## config.mk

```make
export PLATFORM = sky130hd
export DESIGN_NAME = multicycle_ctrl_flat
export DESIGN_NICKNAME = d
export VERILOG_FILES = /design/src/rtl/multicycle_ctrl_pkg.sv /design/src/rtl/multicycle_ctrl_if.sv /design/src/rtl/multicycle_ctrl_mem_watchdog.sv /design/src/rtl/multicycle_ctrl.sv /design/src/flat_wrapper.sv
export SDC_FILE = /design/constraint.sdc
export NUM_CORES = 1
export LEC_CHECK = 0
export ABC_AREA = 0
export BUFFER_PORTS_ARGS = -buffer_cell sky130_fd_sc_hd__buf_2
export CAP_MARGIN = 20
export CORE_MARGIN = 3
export CORE_UTILIZATION = 50
export CTS_CLUSTER_SIZE = 30
export DETAILED_ROUTE_END_ITERATION = 6
export GPL_TIMING_DRIVEN = 0
export PLACE_DENSITY = 0.76
export RECOVER_POWER = 25
export SYNTH_ARGS = -nofsm -noshare
export SYNTH_HDL_FRONTEND = slang
export SYNTH_SLANG_ARGS = --single-unit
```

## constraint.sdc

```tcl
create_clock -name clk -period 2.2 [get_ports clk]
set_clock_uncertainty 0.05 [all_clocks]
set_input_delay 0.11 -clock clk [delete_from_list [all_inputs] [get_ports clk]]
set_output_delay 0.11 -clock clk [all_outputs]
set_load 0.005 [all_outputs]
```

## src/rtl/multicycle_ctrl_pkg.sv

```systemverilog
// Shared definitions for the 8-bit multi-cycle CPU: opcodes, sequencer states
// and PC source selects.
package cpu8_pkg;

   localparam logic [2:0] OP_LI   = 3'd0;
   localparam logic [2:0] OP_LW   = 3'd1;
   localparam logic [2:0] OP_SW   = 3'd2;
   localparam logic [2:0] OP_ADDI = 3'd3;
   localparam logic [2:0] OP_BEQ  = 3'd4;
   localparam logic [2:0] OP_SLTI = 3'd5;
   localparam logic [2:0] OP_ADD  = 3'd6;
   localparam logic [2:0] OP_JUMP = 3'd7;

   typedef enum logic [2:0] {
      FETCH  = 3'd0,
      DECODE = 3'd1,
      EXEC   = 3'd2,
      MEM    = 3'd3,
      WB     = 3'd4,
      ERR    = 3'd7
   } state_t;

   typedef enum logic [1:0] {
      PC_INC = 2'd0,
      PC_BR  = 2'd1,
      PC_JMP = 2'd2
   } pc_src_t;

endpackage

```

## src/rtl/multicycle_ctrl_if.sv

```systemverilog
// Memory handshake between the sequencer (master) and the shared single-port
// memory (slave).
interface multicycle_ctrl_if;
   logic mem_req;
   logic mem_we;
   logic addr_sel;
   logic mem_ack;

   modport master (output mem_req, output mem_we, output addr_sel, input mem_ack);
   modport slave  (input mem_req, input mem_we, input addr_sel, output mem_ack);
endinterface

```

## src/rtl/multicycle_ctrl_mem_watchdog.sv

```systemverilog
// Saturating wait-cycle counter for a memory master; flags a timeout in the
// cycle the count would reach WAIT_MAX.
module mem_watchdog #(
   parameter int unsigned WAIT_MAX = 15
) (
   input  logic clk,
   input  logic rst,
   input  logic clr,
   input  logic inc,
   output logic timeout
);
   localparam int unsigned CW = $clog2(WAIT_MAX + 1);

   logic [CW-1:0] cnt;

   always_ff @(posedge clk) begin
      if (rst || clr) begin
         cnt <= '0;
      end else if (inc && (32'(cnt) < WAIT_MAX)) begin
         cnt <= cnt + CW'(1);
      end
   end

   always_comb begin
      timeout = inc && ((32'(cnt) + 32'd1) >= WAIT_MAX);
   end
endmodule

```

## src/rtl/multicycle_ctrl.sv

```systemverilog
// Multi-cycle FETCH/DECODE/EXEC/MEM/WB sequencer with memory watchdog.
// Optional perf counters (retired, cycles) when MULTICYCLE_CTRL_PERF_EN is defined.
module multicycle_ctrl
   import cpu8_pkg::*;
#(
   parameter int unsigned WAIT_MAX = 15,
   parameter int unsigned OP_W     = 3
) (
   input  logic            clk,
   input  logic            rst,
   multicycle_ctrl_if.master bus,
   input  logic [OP_W-1:0] op_in,
   input  logic            zero,
   output logic            ir_we,
   output logic            pc_we,
   output logic [1:0]      pc_src,
   output logic            alu_src,
   output logic            li_sel,
   output logic            reg_we,
   output logic            mem_to_reg,
   output logic            err,
   output logic [2:0]      state_o
`ifdef MULTICYCLE_CTRL_PERF_EN
   ,
   output logic [15:0]     retired,
   output logic [15:0]     cycles
`endif
);

   state_t          state, state_d;
   logic [OP_W-1:0] op_q;
   logic            err_q;
   logic            ack;
   logic            wd_inc, wd_clr, wd_timeout;
   logic            op_li, op_lw, op_sw, op_beq, op_jump, op_imm;

   function automatic logic is_op(input logic [OP_W-1:0] o, input logic [2:0] code);
      return o == OP_W'(code);
   endfunction

   always_comb begin
      ack     = bus.mem_ack;
      op_li   = is_op(op_q, OP_LI);
      op_lw   = is_op(op_q, OP_LW);
      op_sw   = is_op(op_q, OP_SW);
      op_beq  = is_op(op_q, OP_BEQ);
      op_jump = is_op(op_q, OP_JUMP);
      op_imm  = op_li | op_lw | op_sw | is_op(op_q, OP_ADDI) | is_op(op_q, OP_SLTI);
   end

   // Only FETCH and MEM wait on memory; any state change restarts the count.
   always_comb begin
      wd_inc = ((state == FETCH) || (state == MEM)) && !ack;
      wd_clr = (state_d != state);
   end

   mem_watchdog #(.WAIT_MAX(WAIT_MAX)) u_watchdog (
      .clk     (clk),
      .rst     (rst),
      .clr     (wd_clr),
      .inc     (wd_inc),
      .timeout (wd_timeout)
   );

   always_ff @(posedge clk) begin
      if (rst) begin
         state <= FETCH;
         op_q  <= '0;
         err_q <= 1'b0;
      end else begin
         state <= state_d;
         if ((state == FETCH) && ack) begin
            op_q <= op_in;
         end
         if (state_d == ERR) begin
            err_q <= 1'b1;
         end
      end
   end

   // A same-cycle ack beats the watchdog timeout.
   always_comb begin
      state_d = state;
      case (state)
         FETCH:   if (ack) state_d = DECODE;
                  else if (wd_timeout) state_d = ERR;
         DECODE:  state_d = op_jump ? FETCH : EXEC;
         EXEC:    if (op_lw || op_sw) state_d = MEM;
                  else if (op_beq || op_jump) state_d = FETCH;
                  else state_d = WB;
         MEM:     if (ack) state_d = op_sw ? FETCH : WB;
                  else if (wd_timeout) state_d = ERR;
         WB:      state_d = FETCH;
         ERR:     state_d = ERR;
         default: state_d = FETCH;
      endcase
   end

   always_comb begin
      bus.mem_req  = 1'b0;
      bus.mem_we   = 1'b0;
      bus.addr_sel = 1'b0;
      ir_we        = 1'b0;
      pc_we        = 1'b0;
      pc_src       = PC_INC;
      alu_src      = 1'b0;
      li_sel       = 1'b0;
      reg_we       = 1'b0;
      mem_to_reg   = 1'b0;
      err          = err_q & ~rst;
      state_o      = rst ? 3'd0 : state;
      if (!rst) begin
         case (state)
            FETCH: begin
               bus.mem_req = 1'b1;
               if (ack) begin
                  ir_we = 1'b1;
                  pc_we = 1'b1;
               end
            end
            DECODE: if (op_jump) begin
               pc_we  = 1'b1;
               pc_src = PC_JMP;
            end
            EXEC: begin
               alu_src = op_imm;
               li_sel  = op_li;
               if (op_beq) begin
                  pc_we  = zero;
                  pc_src = PC_BR;
               end
            end
            MEM: begin
               bus.mem_req  = 1'b1;
               bus.addr_sel = 1'b1;
               bus.mem_we   = op_sw;
            end
            WB: begin
               reg_we     = 1'b1;
               mem_to_reg = op_lw;
            end
            default: ;
         endcase
      end
   end

`ifdef MULTICYCLE_CTRL_PERF_EN
   always_ff @(posedge clk) begin
      if (rst) begin
         retired <= '0;
         cycles  <= '0;
      end else begin
         if (state != ERR) begin
            cycles <= cycles + 16'd1;
         end
         if ((state_d == FETCH) &&
             ((state == DECODE) || (state == EXEC) || (state == MEM) || (state == WB))) begin
            retired <= retired + 16'd1;
         end
      end
   end
`endif

endmodule

```

## src/flat_wrapper.sv

```systemverilog
// flat-port wrapper written by rule: the top's interface ports become plain ports
module multicycle_ctrl_flat import cpu8_pkg::*;
#(
   parameter int unsigned WAIT_MAX = 15,
   parameter int unsigned OP_W     = 3
)
  (clk, rst, op_in, zero, ir_we, pc_we, pc_src, alu_src, li_sel, reg_we, mem_to_reg, err, state_o, bus_mem_req, bus_mem_we, bus_addr_sel, bus_mem_ack);
  multicycle_ctrl_if bus_i ();
  input  logic clk;
  input  logic rst;
  input  logic [OP_W-1:0] op_in;
  input  logic zero;
  output logic ir_we;
  output logic pc_we;
  output logic [1:0] pc_src;
  output logic alu_src;
  output logic li_sel;
  output logic reg_we;
  output logic mem_to_reg;
  output logic err;
  output logic [2:0] state_o;
  output wire logic [$bits(bus_i.mem_req)-1:0] bus_mem_req;
  output wire logic [$bits(bus_i.mem_we)-1:0] bus_mem_we;
  output wire logic [$bits(bus_i.addr_sel)-1:0] bus_addr_sel;
  input wire logic [$bits(bus_i.mem_ack)-1:0] bus_mem_ack;
  assign bus_mem_req = bus_i.mem_req;
  assign bus_mem_we = bus_i.mem_we;
  assign bus_addr_sel = bus_i.addr_sel;
  assign bus_i.mem_ack = bus_mem_ack;
  multicycle_ctrl #(.WAIT_MAX(WAIT_MAX), .OP_W(OP_W)) u_core (.clk(clk), .rst(rst), .bus(bus_i), .op_in(op_in), .zero(zero), .ir_we(ir_we), .pc_we(pc_we), .pc_src(pc_src), .alu_src(alu_src), .li_sel(li_sel), .reg_we(reg_we), .mem_to_reg(mem_to_reg), .err(err), .state_o(state_o));
endmodule
```

==> flow_metrics.tcl <==
set metrics [dict create \
    status "completed" \
    crit_path_start_kind "register" \
    cts_hold_buf 0 \
    die_w_um 46.5 \
    crit_type "register to output pin" \
    ctsRootBufferMaster "clkbuf_4" \
    synth_edf_count 0 \
    dieArea_um2 2170 \
    critPathLaunch "u_core.op_q[2]" \
    cts_setup_buffers 0 \
    synth_area_um2 822 \
    rsz0062_at_grt "no" \
    fin_crit_ns 2.00 \
    ctsResizeCount 0 \
    setup-tns-final_ns 0 \
    rr_worst_depth 6 \
    synth_top_family_by_area "simple AND/OR/NAND/NOR gates" \
    grtUsageTotal_pct 19.3 \
    core_area_um2 1520 \
    max_stage_delay_ns 0.51 \
    r2r_end "u_core.err_q" \
    portBuffers 20 \
    grt_overflow 0 \
    reg2reg_slack_ns 0.34 \
    arrival_ns 1.84 \
    num_rows 14 \
    synth_fa_ha_area_share_pct 3.04 \
    path_depth 5 \
    layout-drive-gt1-share_pct 24.2 \
    min_from "op_in[1]" \
    whs_ns 0.0259 \
    wl_mm 1.93 \
    synthCells 108 \
    slew_violations 0 \
    max_freq_ghz 0.500 \
    drt-pass1-iter-count 4 \
    peakVddDrop_mv 0.368 \
    cp-end-kind "output pin" \
    synth_compound_area_share_pct 19.8 \
    yosys.area_share.simple_pct 37.4 \
    p_per_area_nw_per_um2 655 \
    avgSynthCellArea_um2 7.61 \
    postSynth.asyncResetShare_pct 0 \
    synth_area_leaders "dfxtp_1, nor3_1, nor2_1" \
    start_util_pct 53.9 \
    ys_seq_elements 11 \
    final_util_pct 63.0 \
    leakage_uw 0.000418 \
    synth_cell_types 41 \
    num_io_pins 22 \
    routedWlPerCell_um 13.0 \
    required_ns 2.04 \
    dp.final_hpwl_mm 1.48 \
    place.gp.congestion 0.800 \
    yosys-top-cells-count "nor2_1, nand2_1, dfxtp_1" \
    path_buf_inv 2 \
    dieHeight_um 46.5 \
    yosysSeqAreaShare_pct 26.8 \
    path_cells "clkbuf_1 > nand3_1 > or4b_1 > a31oi_1 > buf_2" \
    worstReg2RegStart "u_core.u_watchdog.cnt[0]" \
    worst_slew_pin_slew_ns 0.502 \
    n_antenna_cell 0 \
    hold_end "u_core.op_q[1]" \
    max_slew_margin_pct 66.5 \
    synth_top_area_share_pct 26.8 \
    final_net_count 142 \
    hold_path_class "primary input to register" \
    synth_most_common_cell "nor2_1" \
    cp_top_family "simple AND/OR/NAND/NOR gates" \
    cts_sinks 11 \
    vias 844 \
    synth_xor_area_share_pct 4.26 \
    synthMuxAreaShare_pct 2.44 \
    drt-initial-drc-count 18 \
    synth_top_area_cell "dfxtp_1" \
    drt.antenna.violating_nets 0 \
    post-route-period-util_pct 90.9 \
    routed_via_density 5.70 \
    cp_slowest_cell "or4b_1" \
    numCtsBuffers 3 \
    final-hold-violation-count 0 \
    antenna_found_initial 0 \
    grt_pass1_wl_mm 3.02 \
    clk_pin_slew_ns 0.07 \
    critPathMaxFanout 10 \
    drcViolationCount 0 \
    grt_max_degree 11 \
    cts_tree "done" \
    cts_buffer_depth 2 \
    whs_path_depth 3 \
    finalSetupViolations 0 \
    first_global_vias 670 \
    clk_latency_ns 0.28 \
    cts-htree-levels 1 \
    ys_dominant_reg_cell "dfxtp_1" \
    synth_nets 117 \
    drv_cap 0 \
    yosysWarnings 0 \
    syn_to_final_growth_pct 16.7 \
]
metrics by stage:
| stage | setup slack [ns] | cell area (um2) | total power (uW) | instances |
|---|---|---|---|---|
| 3_3_place_gp | 0.402 | 942 | 486 | 144 |
| 4_1_cts | 0.204 | 968 | 633 | 148 |
| 2_1_floorplan | 0.548 | 822 | 430 | 108 |
| 5_1_grt | 0.106 | 960 | 665 | 148 |
| 3_5_place_dp | 0.348 | 942 | 494 | 144 |
| 6_report | 0.201 | 960 | 629 | 148 |
logic make-up after synthesis:
group,Yosys count
compound gates,22
xor+xnor,4
fa+ha+maj,2
buf+inv,11
flops,11
mux,2
simple gates,56
worst min-delay path, cell delays in order:
cell and delay (ns):
buf_2 0.09, nand2_1 0.05, a21oi_1 0.05
flip-flops by register name (all words and copies together) (netlist names):
name	flops
u_core.err_q	1
u_core.op_q	3
u_core.u_watchdog.cnt	4
u_core.state	3
cell usage in the layout, fill, tap and decap left out, types with 2 or more instances in the layout:
cell,count
a211oi_1,2
a21oi_1,6
a31oi_1,2
and2_1,2
buf_2,21
clkbuf_1,8
clkbuf_4,3
dfxtp_1,11
ha_1,2
inv_1,3
mux2i_1,2
nand2_1,12
nand2b_1,3
nand3_1,3
nor2_1,13
nor2b_1,3
nor3_1,10
o21a_1,2
xnor2_1,3
worst max path at each step:
| stage | endpoint |
|---|---|
| after detailed placement | u_core.err_q |
| after global placement | u_core.err_q |
| final | pc_we |
| after floorplan | u_core.err_q |
| after global routing | pc_we |
| after CTS | pc_we |
where the power goes:
part / total (uW) / switching (uW) / internal, uW
Sequential: 234 / 14.0 / 220
Clock: 142 / 71.6 / 70.4
Combinational: 253 / 153 / 99.9
layer usage:
metal	global-route usage, %	share of wire (%)
met1	28.5	49
met2	28.3	44
met3	3.52	5.5
met4	5.11	1.1
met5	0	0
layout make-up:
cell class	instances	area [um2]
timing repair buffer	20	98.8
multi-input combinational	86	551
buffer	8	32.5
sequential	11	220
fill	149	564
inverter	3	11.3
tap	16	20.0
clock buffer	4	26.3
No activity file was read; power rests on OpenSTA's default activity.
